### src/rtl/dlx_mem_pkg.sv
// Shared types and constants for the DLX memory arbiter.
//   arb_state_t  : arbiter FSM states
//   grant_t      : identifies which requester was granted most recently
//   TIMER_W      : width of the access timeout counter
//   TIMEOUT_DATA : read data returned when an access times out
package dlx_mem_pkg;

  typedef enum logic [2:0] {
    ST_IDLE,
    ST_CPU_ACC,
    ST_CPU_DONE,
    ST_DBG_ACC,
    ST_DBG_DONE
  } arb_state_t;

  typedef enum logic {
    GRANT_CPU,
    GRANT_DBG
  } grant_t;

  localparam int          TIMER_W      = 16;
  localparam logic [31:0] TIMEOUT_DATA = 32'hDEADBEEF;

endpackage

### src/rtl/dlx_mem_timer.sv
// Access timeout counter.
// It loads TIMEOUT-1 on clear and then counts down while enabled.
// tc is high when the count reaches zero, which is the TIMEOUT-th enabled cycle after a clear.
//   clk, reset : clock, synchronous active-high reset
//   clear      : reload the counter (start of a new access)
//   enable     : count this cycle (access in flight)
//   tc         : terminal count reached
module dlx_mem_timer
  import dlx_mem_pkg::*;
#(
  parameter int TIMEOUT = 255
) (
  input  logic clk,
  input  logic reset,
  input  logic clear,
  input  logic enable,
  output logic tc
);

  localparam logic [TIMER_W-1:0] LOAD = TIMER_W'(TIMEOUT - 1);

  logic [TIMER_W-1:0] count;

  always_ff @(posedge clk) begin
    if (reset) begin
      count <= '0;
    end else if (clear) begin
      count <= LOAD;
    end else if (enable && (count != '0)) begin
      count <= count - TIMER_W'(1);
    end
  end

  assign tc = (count == '0);

endmodule

### src/rtl/dlx_mem_arbiter.sv
// Shares the single-port DLX main memory between the DLX control FSM (MR/MW with a busy
// stall) and the debug/loader port. Ties are resolved round-robin, and only one memory
// access is outstanding at a time. Each access has a timeout; a timeout sets a sticky error.
//   clk, reset           : clock, synchronous active-high reset
//   cpu_rd/wr/addr/wdata : DLX memory request (a write wins when rd and wr are both high)
//   cpu_rdata, cpu_busy  : read data (valid when busy falls) and stall to the DLX FSM
//   dbg_rd/wr/addr/wdata : debug request, held until dbg_ack
//   dbg_rdata, dbg_ack   : debug read data and one-cycle completion pulse
//   mem_*                : registered request to memory; mem_rdata/mem_ack from memory
//   err                  : sticky timeout flag, cleared only by reset
//
// state       | meaning
// ------------+--------------------------------------------------------
// ST_IDLE     | no access in flight; arbitrate and latch the winner
// ST_CPU_ACC  | CPU access in flight, waiting for mem_ack or timeout
// ST_CPU_DONE | CPU access finished; busy is low and cpu_rdata is valid
// ST_DBG_ACC  | debug access in flight, waiting for mem_ack or timeout
// ST_DBG_DONE | debug access finished; dbg_ack is pulsed
module dlx_mem_arbiter
  import dlx_mem_pkg::*;
#(
  parameter int DATA_W  = 32,
  parameter int MEM_AW  = 10,
  parameter int TIMEOUT = 255
) (
  input  logic              clk,
  input  logic              reset,
  input  logic              cpu_rd,
  input  logic              cpu_wr,
  input  logic [31:0]       cpu_addr,
  input  logic [DATA_W-1:0] cpu_wdata,
  output logic [DATA_W-1:0] cpu_rdata,
  output logic              cpu_busy,
  input  logic              dbg_rd,
  input  logic              dbg_wr,
  input  logic [31:0]       dbg_addr,
  input  logic [DATA_W-1:0] dbg_wdata,
  output logic [DATA_W-1:0] dbg_rdata,
  output logic              dbg_ack,
  output logic              mem_req,
  output logic              mem_we,
  output logic [MEM_AW-1:0] mem_addr,
  output logic [DATA_W-1:0] mem_wdata,
  input  logic [DATA_W-1:0] mem_rdata,
  input  logic              mem_ack,
  output logic              err
);

  arb_state_t state_q, state_d;
  grant_t     last_grant_q;

  logic cpu_req, dbg_req;
  logic grant_cpu, grant_dbg;
  logic acc_ok, acc_timeout, acc_is_cpu;
  logic timer_tc, timer_en;

  // The memory is word-addressed, so address bits above MEM_AW-1 are dropped on purpose.
  logic unused_addr_bits;
  assign unused_addr_bits = ^{cpu_addr[31:MEM_AW], dbg_addr[31:MEM_AW]};

  assign cpu_req = cpu_rd | cpu_wr;
  assign dbg_req = dbg_rd | dbg_wr;

  // Busy is combinational so the DLX stalls in the same cycle it raises MR/MW.
  assign cpu_busy   = cpu_req & (state_q != ST_CPU_DONE);
  assign dbg_ack    = (state_q == ST_DBG_DONE);
  assign acc_is_cpu = (state_q == ST_CPU_ACC);
  assign timer_en   = (state_q == ST_CPU_ACC) || (state_q == ST_DBG_ACC);

  dlx_mem_timer #(
    .TIMEOUT(TIMEOUT)
  ) u_timer (
    .clk   (clk),
    .reset (reset),
    .clear (grant_cpu | grant_dbg),
    .enable(timer_en),
    .tc    (timer_tc)
  );

  always_ff @(posedge clk) begin
    if (reset) begin
      state_q <= ST_IDLE;
    end else begin
      state_q <= state_d;
    end
  end

  always_comb begin
    state_d     = state_q;
    grant_cpu   = 1'b0;
    grant_dbg   = 1'b0;
    acc_ok      = 1'b0;
    acc_timeout = 1'b0;
    case (state_q)
      ST_IDLE: begin
        if (cpu_req && (!dbg_req || (last_grant_q == GRANT_DBG))) begin
          grant_cpu = 1'b1;
          state_d   = ST_CPU_ACC;
        end else if (dbg_req) begin
          grant_dbg = 1'b1;
          state_d   = ST_DBG_ACC;
        end
      end
      ST_CPU_ACC, ST_DBG_ACC: begin
        // An ack in the terminal-count cycle still counts as success.
        if (mem_ack) begin
          acc_ok = 1'b1;
        end else if (timer_tc) begin
          acc_timeout = 1'b1;
        end
        if (mem_ack || timer_tc) begin
          state_d = (state_q == ST_CPU_ACC) ? ST_CPU_DONE : ST_DBG_DONE;
        end
      end
      ST_CPU_DONE, ST_DBG_DONE: state_d = ST_IDLE;
      default:                  state_d = ST_IDLE;
    endcase
  end

  always_ff @(posedge clk) begin
    if (reset) begin
      mem_req      <= 1'b0;
      mem_we       <= 1'b0;
      mem_addr     <= '0;
      mem_wdata    <= '0;
      cpu_rdata    <= '0;
      dbg_rdata    <= '0;
      err          <= 1'b0;
      last_grant_q <= GRANT_DBG;
    end else begin
      if (grant_cpu) begin
        mem_req      <= 1'b1;
        mem_we       <= cpu_wr;
        mem_addr     <= cpu_addr[MEM_AW-1:0];
        mem_wdata    <= cpu_wdata;
        last_grant_q <= GRANT_CPU;
      end else if (grant_dbg) begin
        mem_req      <= 1'b1;
        mem_we       <= dbg_wr;
        mem_addr     <= dbg_addr[MEM_AW-1:0];
        mem_wdata    <= dbg_wdata;
        last_grant_q <= GRANT_DBG;
      end

      if (acc_ok || acc_timeout) begin
        mem_req <= 1'b0;
      end

      // A successful write keeps the previous read data.
      if (acc_ok && !mem_we) begin
        if (acc_is_cpu) cpu_rdata <= mem_rdata;
        else            dbg_rdata <= mem_rdata;
      end

      if (acc_timeout) begin
        err <= 1'b1;
        if (acc_is_cpu) cpu_rdata <= DATA_W'(TIMEOUT_DATA);
        else            dbg_rdata <= DATA_W'(TIMEOUT_DATA);
      end
    end
  end

endmodule

### config.mk
export PLATFORM = sky130hd
export DESIGN_NAME = dlx_mem_arbiter
export DESIGN_NICKNAME = d
export VERILOG_FILES = /design/src/rtl/dlx_mem_pkg.sv /design/src/rtl/dlx_mem_timer.sv /design/src/rtl/dlx_mem_arbiter.sv
export SDC_FILE = /design/constraint.sdc
export NUM_CORES = 1
export LEC_CHECK = 0
export CORE_AREA = 5 5 122 124
export CTS_CLUSTER_DIAMETER = 60
export DETAILED_ROUTE_END_ITERATION = 10
export DIE_AREA = 0 0 127 129
export PLACE_DENSITY = 0.8
export SYNTH_ARGS = -nofsm -noshare
export SYNTH_HDL_FRONTEND = slang
export SYNTH_SLANG_ARGS = --single-unit
### constraint.sdc
create_clock -name clk -period 2.4 [get_ports clk]
set_input_delay 0.36 -clock clk [delete_from_list [all_inputs] [get_ports clk]]
set_output_delay 0.36 -clock clk [all_outputs]
set_load 0.02 [all_outputs]
**Yosys cells after proc, flatten, opt, wreduce, memory -nomap -nowiden**

Cells that the tools add are included.

- Bits in registers: 129
- Bits in latches: 0
- Bits in writable memories: 0
- Bits in read-only memories: 0
- Input bits: 167
- Output and inout bits: 111
- Word-level logic and storage cells: 74
- Memories: 0

- Add/subtract/negate cells: 1
- Multipliers: 0
- Divide/modulo/power cells: 0
- Order comparisons: 0
- Equality and inequality tests: 6
- Shifts and indexed selects: 0
- Muxes and demuxes: 34
- Bitwise gates (word level): 4
- Reductions and logical operators: 18

Operators by type and width:

| operator | count |
|---|---|
| 32-bit two-way mux | 10 |
| 10-bit two-way mux | 2 |
| 16-bit zero test | 1 |
| 8-bit two-way mux | 2 |
| 16-bit nonzero test | 1 |
| 16-bit by 1-bit subtractor with 16-bit output, second input constant | 1 |
| 1-bit two-way mux | 15 |
| 3-bit two-way mux | 4 |
| 3-bit case mux with 2 select lines | 1 |
| 2-bit OR reduction | 3 |
| 1-bit logical OR | 4 |
| 2-bit nonzero test | 2 |
| 3-bit by 1-bit == test with 1-bit output, second input constant | 1 |
| 3-bit by 2-bit == test with 1-bit output, second input constant | 1 |
| 3-bit == test, second input constant | 1 |
| 1-bit logical AND | 3 |
| 3-bit zero test | 1 |
| 3-bit by 2-bit != test with 1-bit output, second input constant | 1 |
| 3-bit != test, second input constant | 1 |
| 1-bit OR | 3 |
| 1-bit zero test | 2 |
| 2-bit != test, second input constant | 1 |
| 2-bit AND reduction | 1 |
| 1-bit bitwise AND | 1 |

**Depth between registers and ports, before layout**

Gate-level depths: netlist (run 1).

- Word-level depth: 8
- Gate-level depth with buffers: 9
- Depth with buffers taken out: 6

**Modules after synthesis**

A second synthesis (run 1) with hierarchy kept.

- Cell total of the unflattened synthesis: 684
- Area total of the unflattened synthesis: 5800.6 um^2

By module, submodules not included:

| module | instances | cells each | area an instance (um^2) | seq. area each (um^2) |
|---|---|---|---|---|
| dlx_mem_arbiter | 1 | 582 | 4923.5 | 2262.2 |
| dlx_mem_timer | 1 | 102 | 877.1 | 320.3 |

**Worst setup path before layout (run 1)**

No wires, ideal clock.

- Path kind: register to register
- Start point: reg u_timer.count[0]
- End point: reg u_timer.count[3]
- Library setup time: 74 ps
- Data arrival time: 1777 ps
- Required time: 2326 ps
- Path slack: 549 ps
- Stages on the path, launching flop included: 8
- Buffers on the path: 1
- Clock period less this slack: 1851 ps
- Cell sequence: dfxtp_1 > inv_1 > ha_1 > nor4b_1 > and4_1 > buf_2 > or4_2 > a31oi_1

- Cells in the longest elaborated chain, start to end: 3
- Elaborated cells on any way between the ends: 6
- Those cells by class: 1 x add/sub; 2 x mux; 3 x reduce/logical

Ends and longest elaborated chain:

| element | RTL line | text |
|---|---|---|
| start: declaration | dlx_mem_timer.sv:22 | `logic [TIMER_W-1:0] count;` |
| start signal: assignment | dlx_mem_timer.sv:30 | `count <= count - TIMER_W'(1);` |
| 16-bit by 1-bit subtractor with 16-bit output or 16-bit nonzero test (tied branches) | dlx_mem_timer.sv:30, dlx_mem_timer.sv:29 |  |
| 8-bit two-way mux or 1-bit logical AND (tied branches) | dlx_mem_timer.sv:29 | `end else if (enable && (count != '0)) begin` |
| 8-bit two-way mux or 2-bit nonzero test (tied branches) | -- |  |

Several ways; a longest one is shown, not always the timed one. The select of a mux whose other input is x is not followed.
A chain may end at the register's enable or synchronous reset.

**Worst setup path in the final report (run 1)**

- Start point: reg u_timer.count[0]
- End point: reg dbg_rdata[17]

- Cells in the longest elaborated chain, start to end: 5

Ends and longest elaborated chain:

| element | RTL line | text |
|---|---|---|
| 16-bit zero test | dlx_mem_timer.sv:34 | `assign tc = (count == '0);` |
| 1-bit two-way mux | dlx_mem_arbiter.sv:108 | `end else if (timer_tc) begin` |
| 1-bit two-way mux | dlx_mem_arbiter.sv:106 | `if (mem_ack) begin` |
| 1-bit two-way mux | dlx_mem_arbiter.sv:94 | `case (state_q)` |
| 32-bit two-way mux | dlx_mem_arbiter.sv:155 | `if (acc_timeout) begin` |
| end signal: assignment | dlx_mem_arbiter.sv:152 | `else dbg_rdata <= mem_rdata;` |
| end signal: assignment | dlx_mem_arbiter.sv:158 | `else dbg_rdata <= DATA_W'(TIMEOUT_DATA);` |
| end: declaration | dlx_mem_arbiter.sv:38 | `output logic [DATA_W-1:0] dbg_rdata,` |

No other way between the ends.

==> out/qor.csv, run 1 <==
metric,value,unit
run_status,"complete, no violations",
total_leakage_power,3.10,nW
drive_gt1_share,7.54,%
cts_hold_buf,0,
count_of_port_buffers_added_during_placement,233,
num_cts_buffers,17,
fmax,461,MHz
synth-edff-count,0,
post-dp-hpwl,11.6,mm
htree_levels,4,
power_density,813,mW/mm2
min_period_over_period,90.3,%
dominantRegCellSynth,sky130_fd_sc_hd__dfxtp_1,
drt_pre_antenna_iters,4,
timing.final.ws_setup,0.233,ns
vdd.ir_drop.worst,0.536,mV
worst_ep_required_time,2.66,ns
cts_buffer_depth,2,
worst_hold_slack,0.302,ns
layout_commonest_cell,sky130_fd_sc_hd__clkdlybuf4s50_1,
globalRouteTotalUtil,18.2,%
grt_pass1_vias,4987,
timing.setup.tns,0,ns
vias_per_cell,5.08,
critPathKind,reg -> reg,
area_growth_syn_to_layout,59.2,%
grt_max_degree,74,
drt_first_iter_violations,274,
io-pin-count,278,
synth.top_cell.area_share,48.5,%
die_h,129,um
antenna_found_initial,0,
floorplan.rows,43,
hold_viol,0,
ffs_latches_synth,129,
finalWirelength,15.4,mm
layout_min_cycle_time,2.17,ns
detail-route-antenna-nets,0,
synth-adder-area-share,0.235,%
gpl.final_weighted_congestion,0.840,
critical_path.endpoint_type,register,
rsz0062_at_grt,false,
initial_core_util,39.0,%
grt_pass1_wl,24.0,mm
post_synth.cell_area_avg,9.81,um2
die_area,0.0164,mm2
detail_route.wl_per_cell,16.0,um
syn-num-nets,711,
max_slew.worst_pin.slew,0.709,ns
antenna_cells,0,
synth.yosys.seq_area_share,48.5,%
clkSlewWorstSetupHoldPaths,0.05,ns
muxShareOfSynthArea,20.7,%
synth_cells,543,
worst_slew_margin_rel,52.7,%
num-fill-cells,1122,
design.core.area,0.0137,mm2
yosys_warnings,0,
clk-insertion-delay-late,0.41,ns
grt_overflow_total,0,
synth_simple_gate_area_share,13.6,%
combined_area_of_all_synthesized_cells,0.00533,mm2
timing.final.max_slew_violations,0,
synth-xor-area-share,0,%
place_ws,0.0389,ns
synth_top_area_cell,sky130_fd_sc_hd__dfxtp_1,
cts-resized-gates,0,
route.vias.total,4889,
postCtsSetupBuffers,0,
cts-root-buf,sky130_fd_sc_hd__clkbuf_16,
cts_tree,yes,
ys_top_cells_by_area,"sky130_fd_sc_hd__dfxtp_1 48%, sky130_fd_sc_hd__mux2i_1 21%, sky130_fd_sc_hd__a21oi_1 5.4%",
main_combinational_cell_family_by_area_after_synthesis,multiplexers,
critical_path.max_fanout,12,
power,6.89,mW
startpoint_class,register,
crit_arrival,2.42,ns
fp.dieW,127,um
final_cell_mix,"232 x sky130_fd_sc_hd__clkdlybuf4s50_1, 129 x sky130_fd_sc_hd__dfxtp_1, 110 x sky130_fd_sc_hd__mux2i_1",
number_of_failing_setup_endpoints_in_the_final_timing_report,0,
fin_worst_skew,0.0112,ns
final_net_count,937,
post-route-drc-count,0,
sinks_on_clock_net,129,
synth-async-reset-ratio,0,%
drv.max_cap_violation_count,0,
hp-class,in -> reg,
synth_compound_gate_area_share,13.2,%
netlist-cell-type-count,46,
-- final cells by class --
type	instances	area, um2	share of cell area (%)
Sequential cell	129	2580	30.5
Multi-Input combinational cell	370	2570	30.3
Timing Repair Buffer	248	2500	29.5
Clock buffer	22	484	5.71
Tap cell	180	225	2.66
Clock inverter	10	100	1.18
Inverter	3	11.3	0.133
-- cell families (layout without fill, tap and decap cells) --
logic type,after synthesis,in the layout
DFF,129,129
AOI/OAI and AO/OA,128,128
and+or+nand+nor,131,131
muxes,110,110
buffers and inverters,44,283
adders and majority gates,1,1
-- flip-flops by register name, indices dropped and copies added (netlist names) --
name and flops:
cpu_rdata 32, dbg_rdata 32, mem_wdata 32, u_timer.count 16, mem_addr 10, state_q 3
err 1, last_grant_q 1, mem_req 1, mem_we 1
-- synthesized netlist by cell type (2+ instances only) --
cell type	count
sky130_fd_sc_hd__nor4b_1	3
sky130_fd_sc_hd__nor3_1	21
sky130_fd_sc_hd__o21ai_0	47
sky130_fd_sc_hd__a311oi_1	2
sky130_fd_sc_hd__inv_1	3
sky130_fd_sc_hd__nand2b_1	3
sky130_fd_sc_hd__dfxtp_1	129
sky130_fd_sc_hd__buf_2	20
sky130_fd_sc_hd__nor2_1	14
sky130_fd_sc_hd__o31ai_1	6
sky130_fd_sc_hd__mux2i_1	110
sky130_fd_sc_hd__o21a_1	2
sky130_fd_sc_hd__a21oi_1	58
sky130_fd_sc_hd__clkbuf_1	18
sky130_fd_sc_hd__or3_1	4
sky130_fd_sc_hd__nand4_1	2
sky130_fd_sc_hd__nand2_1	53
sky130_fd_sc_hd__o41ai_1	2
sky130_fd_sc_hd__or4_1	8
sky130_fd_sc_hd__a211oi_1	2
sky130_fd_sc_hd__a31oi_1	5
sky130_fd_sc_hd__and4_1	3
sky130_fd_sc_hd__nand3b_1	2
sky130_fd_sc_hd__nand3_1	3
sky130_fd_sc_hd__nor4_2	2
-- report_power, final --
part           total, mW  internal, mW  switching (mW)
sequential          2.57          2.39           0.179
clock               2.47          1.54           0.930
combinational       1.85         0.924           0.926
-- layer usage --
layer	up-vias	track usage [%]	wire length, um
met5	-	0	0
met3	12	7.22	1520
met4	0	6.50	185
met1	2239	20.7	6210
met2	209	31.2	7450
li1	2429	-	-
-- per-stage QoR --
| step | cells | cell area, um2 | util (%) |
|---|---|---|---|
| final | 962 | 8480 | 62.0 |
| after detailed placement | 930 | 7890 | 57.8 |
| after global routing | 962 | 8480 | 62.0 |
| after global placement | 930 | 7890 | 57.8 |
| after CTS | 962 | 8480 | 62.0 |
| after floorplan | 543 | 5330 | - |
-- worst max-delay path, cell delays in order, from the launching register on --
cell                      delay [ns]
sky130_fd_sc_hd__dfxtp_1        0.31
sky130_fd_sc_hd__inv_1          0.08
sky130_fd_sc_hd__ha_1           0.23
sky130_fd_sc_hd__nor4b_1        0.34
sky130_fd_sc_hd__and4_1         0.54
sky130_fd_sc_hd__and3_1         0.42
sky130_fd_sc_hd__nor3_1         0.10
-- path summary, 6_finish.rpt --
check	cells after the start	end	from	slack, ns
worst max register to register	6	dbg_rdata[17]	u_timer.count[0]	0.23
worst min-delay path	4	u_timer.count[15]	reset	0.30
worst max-delay path	6	dbg_rdata[17]	u_timer.count[0]	0.23
worst min register to register	2	mem_addr[6]	mem_addr[6]	0.45
Note: power is estimated with default switching activity, not from simulation.
==> inputs of run 2 (changes only) <==
- CAP_MARGIN: unset -> 5
==> results of run 2 <==
No change in the layout: final DEF, timing and power equal those of run 1.
==> RTL edit, RTL diff (settings of run 1) <==
The package constant `TIMER_W` goes from 16 to 12.
--- a/src/rtl/dlx_mem_pkg.sv
+++ b/src/rtl/dlx_mem_pkg.sv
@@ -20,3 +20,3 @@
 
-  localparam int          TIMER_W      = 16;
+  localparam int          TIMER_W      = 12;
   localparam logic [31:0] TIMEOUT_DATA = 32'hDEADBEEF;
Check against the original RTL: same outputs for any inputs over 4 cycles, from zero or initial values and one cycle with reset high; that may be too few to reach the edited logic, so the function may still have changed.
==> RTL edit against run 1 <==
  * Combinational power up 17%
  * Setup slack got worse by 0.041 ns
  * Critical path type is now register to output pin
  * Cell area fell by 1.3%
  * Routed wire length increased by 6.3%
  * Area after synthesis decreased by 1.1%
  * Power rose by 4.8%
  * Worst hold slack better by 0.14 ns
  * Sequential cell count is 4 lower
  * Critical endpoint is now dbg_ack
==> RTL edit: results (changes against run 1) <==
Run status
Status: finished clean (unchanged).

Layout
Regs by FF count: cpu_rdata x32, dbg_rdata x32, mem_wdata x32 (unchanged). The net total in the final layout came to 967 (was 937). The number of fill cells in the layout came to 1194 (was 1122). The share of final-layout standard cells stronger than drive strength 1 is 7.407% (was 7.545%). The number of antenna cells inserted is 0 (unchanged).

Critical path
The arrival time reported for the critical path endpoint is 1.85 ns (was 2.42 ns). The biggest fanout along the worst timing path is 8 (was 12).

Routing
The number of vias after detailed routing was 5096 (was 4889). The routed via count divided by cell count is 5.147 (was 5.082). The final wirelength is 16.33 mm (was 15.37 mm). The number of design-rule violations left by the first detailed-router iteration was 317 (was 274). The detailed-router iteration count before antenna repair is 5 (was 4).

Logic synthesis
The total number of yosys warnings came to 0 (unchanged). The sequential fraction of the synthesis area is 47.49% (was 48.48%). Ranking of synthesized cells by instance count: dfxtp_1, nand2_1, mux2i_1 (was dfxtp_1, mux2i_1, a21oi_1). The mean instance size in the synthesized netlist came to 9.084 um2 (was 9.809 um2). The number of nets in the synthesized netlist is 749 (was 711). Biggest area contributors in the synthesized netlist: dfxtp_1, mux2i_1, nand2_1 (was dfxtp_1, mux2i_1, a21oi_1).

The distinct cell type count after synthesis came to 47 (was 46).

Clocking
The deepest clock path buffer count came to 2 (unchanged). The number of H-tree levels is 4 (unchanged). The clock network latency to the later pin of the worst-skew pair is 0.41 ns (about the same). The clock transition time at the flip-flop clock pins of the worst setup and hold paths was 0.05 ns (about the same).

The cell at the root of the clock tree was clkbuf_16 (unchanged). The number of buffers created by CTS came to 17 (unchanged). The number of buffers added for setup after CTS is 0 (unchanged).

Min path
The path class of the lowest-slack min-delay path is input pin to register (unchanged).

STA
The final setup violation count is 0 (unchanged). The clock tree skew after final layout is 0.009066 ns (was 0.01119 ns). The relative slew slack is 60.98% (was 52.71%).

Placed design
The post-placement cell count is 959 (was 930). The routability-driven placement congestion ratio is 0.7905 (was 0.8396). The port buffer count is 233 (unchanged). The detailed placement HPWL is 11.76 mm (was 11.62 mm). The worst slack after detailed placement is 0.2252 ns (was 0.03895 ns).

GRT
The maximum number of pins on one net before global-route repair came to 80 (was 74). The initial antenna violation count was 0 (unchanged). The wire length of the first global-routing pass came to 25.23 mm (was 24.03 mm). The overall routing resource usage came to 19.59% (was 18.21%).

The number of global-route vias before repair was 4846 (was 4987).

Pwr
The static leakage is 0.003224 uW (was 0.003102 uW). The highest ir drop seen on vdd is 0.5446 mV (was 0.5360 mV).
RTL edit: cell count changes after synthesis, sizes merged, moves of 3 or more:
cell,before,now
a211oi,2,44
a21oi,58,8
a31oi,5,52
and3,1,4
and4,3,0
clkbuf,18,26
dfxtp,129,125
mux2i,110,60
nand2,53,102
nor2,14,55
nor3,21,25
o21ai,47,3
or4,9,5
RTL edit: kinds of logic (layout without fill, tap and decap cells):
family / Yosys count / in the layout / synth area share, %
buffers and inverters: 53 / 283 / 5.248
muxes: 60 / 60 / 11.40
and+or+nand+nor: 219 / 219 / 19.64
DFF: 125 / 125 / 47.49
adders and majority gates: 2 / 2 / 0.4749
xor gates and xnor gates: 3 / 3 / 0.4988
AOI/OAI and AO/OA: 118 / 118 / 15.25
RTL edit: layout make-up:
| cell class | count | area (um2) | share of cell area [%] |
|---|---|---|---|
| repair buffers | 249 | 2525 | 30.19 |
| multi-input cells | 402 | 2516 | 30.08 |
| flip-flops and latches | 125 | 2502 | 29.92 |
| clock buffers | 21 | 470.5 | 5.625 |
| well taps | 180 | 225.2 | 2.693 |
| clock inverters | 10 | 113.9 | 1.361 |
| inverters | 3 | 11.26 | 0.1346 |
RTL edit: final timing paths:
check,startpoint,slack [ns],to,cells past startpoint
setup / recovery,state_q[2],0.19,dbg_ack,2
setup reg to reg,u_timer.count[0],0.44,cpu_rdata[24],6
hold reg to reg,cpu_rdata[15],0.47,cpu_rdata[15],2
hold / removal,reset,0.45,mem_addr[9],2
RTL edit: power by group:
part,leakage (uW),total [uW],switching (uW),internal [uW]
combinational,0.00191,2170,1110,1050
sequential,0.00102,2530,184,2350
clock,0.000289,2530,924,1600
total,0.00322,7230,2220,5000
RTL edit: through the flow:
| step | utilization, % | hold WS, ns | cell area (um2) | total power, uW |
|---|---|---|---|---|
| 6_report | 61.21 | 0.4457 | 8364 | 7226 |
| 5_1_grt | 61.21 | 0.4559 | 8364 | 7553 |
| 4_1_cts | 61.20 | 0.4324 | 8363 | 7290 |
| 3_5_place_dp | 56.92 | 0.4671 | 7779 | 4741 |
| 3_3_place_gp | 56.92 | 0.4624 | 7779 | 4713 |
| 2_1_floorplan | - | 0.4711 | 5269 | 3766 |
RTL edit: routing by layer:
layer | wire (um) | track usage [%] | up-vias
met1 | 6467 | 23.74 | 2306
met4 | 250 | 7.571 | 0
met5 | 0 | 0 | -
met3 | 1747 | 7.223 | 19
li1 | - | - | 2523
met2 | 7869 | 31.85 | 248
RTL edit: critical path: stages, from the launching register on:
cell	delay [ns]
dfxtp_1	0.50
nor3b_1	0.29
clkdlybuf4s50_1	0.65
RTL edit: repair_timing:
action	4_1_cts	5_1_grt
setup endpoints to repair	0	35
gates resized for setup	0	1
hold endpoints to repair	0	0
